**src/rtl/gray_counter.sv**
```systemverilog
`default_nettype none
// ============================================================================
//  Module      : gray_counter
//  Description : Up/down binary counter with registered Gray-code output,
//                registered binary output, change and terminal-count pulses.
//                Optional macro GRAY_SAT_EN turns modulo wrap into saturation
//                (wrap then flags a step blocked at the limit).
//  Revision    : 1.0 - initial release
// ============================================================================
module gray_counter #(
    parameter int               WIDTH     = 4,
    parameter logic [WIDTH-1:0] RESET_VAL = '0
) (
    input  logic             clk,
    input  logic             rst,
    input  logic             en,
    input  logic             up_dn,
    input  logic             load,
    input  logic [WIDTH-1:0] load_val,
    output logic [WIDTH-1:0] gray,
    output logic [WIDTH-1:0] bin,
    output logic             changed,
    output logic             wrap
);

    localparam logic [WIDTH-1:0] c_RESET_GRAY = RESET_VAL ^ (RESET_VAL >> 1);
    localparam logic [WIDTH-1:0] c_MAX        = '1;
    localparam logic [WIDTH-1:0] c_MIN        = '0;
    localparam logic [WIDTH-1:0] c_ONE        = {{(WIDTH-1){1'b0}}, 1'b1};

    logic [WIDTH-1:0] r_bin;
    logic [WIDTH-1:0] r_gray;
    logic             r_changed;
    logic             r_wrap;

    logic [WIDTH-1:0] w_next_bin;
    logic [WIDTH-1:0] w_next_gray;
    logic             w_next_wrap;
    logic             w_next_changed;

    // Next-state selection: load beats a count step; the limit cases set wrap.
    always_comb begin
        w_next_bin  = r_bin;
        w_next_wrap = 1'b0;
        if (load) begin
            w_next_bin = load_val;
        end else if (en) begin
            if (up_dn) begin
                if (r_bin == c_MAX) begin
`ifdef GRAY_SAT_EN
                    w_next_bin = r_bin;
`else
                    w_next_bin = c_MIN;
`endif
                    w_next_wrap = 1'b1;
                end else begin
                    w_next_bin = r_bin + c_ONE;
                end
            end else begin
                if (r_bin == c_MIN) begin
`ifdef GRAY_SAT_EN
                    w_next_bin = r_bin;
`else
                    w_next_bin = c_MAX;
`endif
                    w_next_wrap = 1'b1;
                end else begin
                    w_next_bin = r_bin - c_ONE;
                end
            end
        end
        // Gray is derived from the next binary value so both register together.
        w_next_gray    = w_next_bin ^ (w_next_bin >> 1);
        w_next_changed = (w_next_gray != r_gray);
    end

    // State and output registers; reset aborts any pending step immediately.
    always_ff @(posedge clk or posedge rst) begin
        if (rst) begin
            r_bin     <= RESET_VAL;
            r_gray    <= c_RESET_GRAY;
            r_changed <= 1'b0;
            r_wrap    <= 1'b0;
        end else begin
            r_bin     <= w_next_bin;
            r_gray    <= w_next_gray;
            r_changed <= w_next_changed;
            r_wrap    <= w_next_wrap;
        end
    end

    assign gray    = r_gray;
    assign bin     = r_bin;
    assign changed = r_changed;
    assign wrap    = r_wrap;

endmodule
`default_nettype wire

```
**config.mk**
```make
export PLATFORM = sky130hd
export DESIGN_NAME = gray_counter
export DESIGN_NICKNAME = d
export VERILOG_FILES = /design/src/rtl/gray_counter.sv
export SDC_FILE = /design/constraint.sdc
export NUM_CORES = 1
export LEC_CHECK = 0
export ABC_AREA = 1
export BUFFER_PORTS_ARGS = -buffer_cell sky130_fd_sc_hd__buf_4
export CORE_MARGIN = 3
export CORE_UTILIZATION = 51
export CTS_CLUSTER_DIAMETER = 200
export DETAILED_ROUTE_END_ITERATION = 10
export GPL_ROUTABILITY_DRIVEN = 0
export HOLD_SLACK_MARGIN = 0.15
export PLACE_DENSITY = 0.75
export REMOVE_ABC_BUFFERS = 1
export SLEW_MARGIN = 5
export SYNTH_ARGS = -nofsm -noshare
export SYNTH_HDL_FRONTEND = slang
export SYNTH_SLANG_ARGS = --single-unit
```
**constraint.sdc**
```tcl
create_clock -name clk -period 2.3 [get_ports clk]
set_clock_uncertainty 0.2 [all_clocks]
set_input_delay 0.46 -clock clk [delete_from_list [all_inputs] [get_ports clk]]
set_output_delay 0.46 -clock clk [all_outputs]
set_load 0.01 [all_outputs]
```
==> summary by stage <==
Yosys
The leading register cell type out of synthesis is dfrtp_1. Yosys instantiated no cell more often than nand2_1. After synthesis, flip-flops and latches occupy a little under a third of the total area. The count of cell types in the netlist is 18. The mapped netlist covers roughly 750 um2.

Synthesis handed over a netlist of 110 instances. After synthesis the netlist holds a flip-flop and latch count of 9. During synthesis, Yosys emitted a total of 0 warnings. In this run, synthesis inferred 0 flip-flops with an integrated enable. After synthesis, the mean cell area works out to 6.825 um2. After synthesis, the cell types taking the most area are dfrtp_1, nand2_1, nand3_1, inv_1, nand3_2. After synthesis, the most frequently instantiated cells are nand2_1, nand3_1, inv_1, dfrtp_1, nor2_1.

The area share of the largest cell type after synthesis is 30.00%. The fraction of synthesis flops using an asynchronous set or reset pin is 100.0%. The leading area contributor after synthesis is dfrtp_1.

STA
The ratio of final minimum period to clock period is 87.85%. Setup total negative slack on the finished layout was measured at 0 ns. The worst slew slack as a fraction of its limit is 75.95%. Static timing analysis puts the maximum clock frequency at 0.4949 GHz. The number of pins exceeding their max-slew limit in the final report came to 0.

The number of hold violations in the final report is 0. Setup violations remaining at the end of the flow were counted as 0. The worst hold slack after final layout is 0.2231 ns. The minimum period implied by the final worst setup slack is roughly 2 ns. The setup slack of the critical path after layout is around 0.28 ns.

The transition time at the pin with the least slew margin is 0.3604 ns. Setup repair after global routing left no endpoint under its margin.

Routing
The average wire length per cell after detail routing is 10.80 um. The number of nets with antenna violations after detailed routing is 0. The remaining routing DRC violations is 0.

Dividing the detail-routed via count by the number of cells gives 5.089. The total length of routed wires is between 1500 and 2000 um. The routed layout has 743 vias.

Before antenna repair, the detailed router went through 4 iterations. For this block, the initial DRC count from the detailed router was 16.

Global routing
The number of global-route vias before repair came to 720. Across every metal layer, demand over resource in global routing totals 20.03%. The initial antenna violation count is 0. Entering global routing, the biggest net connects 10 pins. The total congestion overflow after global routing is 0. The first-pass GRT wire length is 2891 um.

Clock tree
Once the clock tree was built, the setup fixing pass inserted 0 buffers. The number of levels the H-tree was split into is 1. The total number of clock tree sinks is 9. Buffers inserted to repair hold after CTS numbered 1. Counting along the longest clock path gives a buffer depth of 2. The post-cts repair resize count is 0.

The number of buffers inserted during clock tree synthesis is 3. At the later pin of the worst-skew pair, clock insertion delay measures 0.26 ns. The clock slew at the register clock pins of the worst setup and hold paths is 0.06 ns.

TritonCTS built the clock tree. The cell at the root of the clock tree is clkbuf_4.

Floorplanning
The floorplan step set the die width to 44.37 um. The die height is 44.37 um. After floorplanning, the core was sized to cover ~1300 um2. The floorplan row count is 13. In this run the count of I/O pins placed on the die edge is 19. The starting density of the core is 56.29%. The overall die area is roughly 2000 um2.

Finish
The number of standard cells in the final layout excluding fillers is 146. The net count of the finished layout is 143. The synthesis-to-layout area growth is 23.33%.

The diode insertion count for antenna repair is 0. For this run, the share of the core covered by cells in the final layout is 69.42%. The share of layout cells above drive strength 1 is 29.01%.

Power
The total leakage power is 0.5003 nW. VDD sags by at most around 420 uV. The cell area power density is about 580 nW/um2.

Worst setup path
The top fanout value on the critical path is 7. The kind of cell with the highest combined delay on the critical path is simple AND/OR/NAND/NOR gates. The critical path goes through inv_1 > ha_1 > inv_1 > nand2_1 > nand3_2 > a21oi_4 > nand3_1 > nand3_1 > nand2_1 > nor2_1 > nand3_1. The kind of start point of the critical path is a register. At the worst endpoint, the required time is about 2.3 ns. The source of the worst register-to-register timing path is bin[1].

Together, buffers and inverters on the worst path number 2. The worst setup path is captured at a register. STA puts the critical path data arrival time at 1.97 ns.

The largest individual stage delay along the critical path comes from the cell dfrtp_1. The worst setup path is of the register to register kind. For this run, the slowest stage of the critical path takes approximately 0.5 ns. The most numerous cell type found on the critical path is nand3_1. Tracing the worst setup path back leads to its startpoint at bin[1].

Flow run
The max-capacitance violation count is 0.

Place
The wire-length estimate of the detail-placed layout is 1273 um. The minimum setup slack after placement is 0.2827 ns. The number of I/O port buffers is 18. The number of cells after detailed placement is ~140.

Min path
The launch instance of the worst min-delay path is load. The path class of the tightest hold or removal check is input port to register.

Outcome
The run finished with clean final reports.
==> flip-flops by register name (all words and copies together) (netlist names) <==
| signal | count |
|---|---|
| wrap | 1 |
| gray | 3 |
| bin | 4 |
| changed | 1 |
==> per-layer routing <==
layer	wire length (um)	track usage (%)	share of wire, %
met5	0	0	0
met4	5	4.819	0.32
met1	780	25.69	49
met2	695	31.69	44
met3	96	7.724	6.1
==> cells by family after synthesis <==
group	Yosys count	share of synthesized area (%)
flops	9	30.00
compound gates	8	10.33
simple gates	73	46.33
fa+ha+maj	2	3.333
buf+inv	18	9.998
==> cells in the final DEF, fill, tap and decap left out <==
master,instances
o21ai_0,1
o21ai_4,1
clkbuf_1,1
nand3_1,19
nor2_1,7
buf_4,18
dfrtp_1,9
nand3_2,4
nor2_2,1
ha_1,2
a21oi_4,2
or2_1,2
a21oi_1,3
dlygate4sd3_1,1
nand2_1,33
nand4_1,3
nand2_2,4
inv_1,12
clkbuf_4,3
o21ai_2,1
inv_2,4
==> through the flow <==
stage | power, mW | instance area, um2
2_1_floorplan | 0.3406 | 735.7
3_3_place_gp | 0.4141 | 889.6
3_5_place_dp | 0.4162 | 889.6
4_1_cts | 0.5425 | 925.9
5_1_grt | 0.5845 | 925.9
6_report | 0.5365 | 925.9
==> cell type report <==
| cell class | instances | area [um2] |
|---|---|---|
| multi-input cells | 83 | 450.4 |
| fillers | 133 | 407.9 |
| flip-flops and latches | 9 | 225.2 |
| repair buffers | 19 | 145.1 |
| inverters | 16 | 60.06 |
| clock buffers | 4 | 26.28 |
| well taps | 15 | 18.77 |
==> worst paths after layout <==
path,to,slack (ns),cells past startpoint
worst max-delay path,changed,0.28,11
worst min-delay path,wrap,0.22,2
worst max register to register,changed,0.28,11
worst min register to register,changed,0.41,3
max in group asynchronous,bin[0],1.11,3
min in group asynchronous,bin[1],0.53,3
==> report_power, final <==
group          leakage [nW]  switching [mW]  internal [mW]  total (mW)
Combinational         0.380           0.119         0.0914       0.210
Clock                0.0150          0.0560         0.0669       0.123
Sequential            0.106          0.0255          0.178       0.203
Total                 0.500           0.200          0.336       0.537
(Power assumes the default switching activity.)
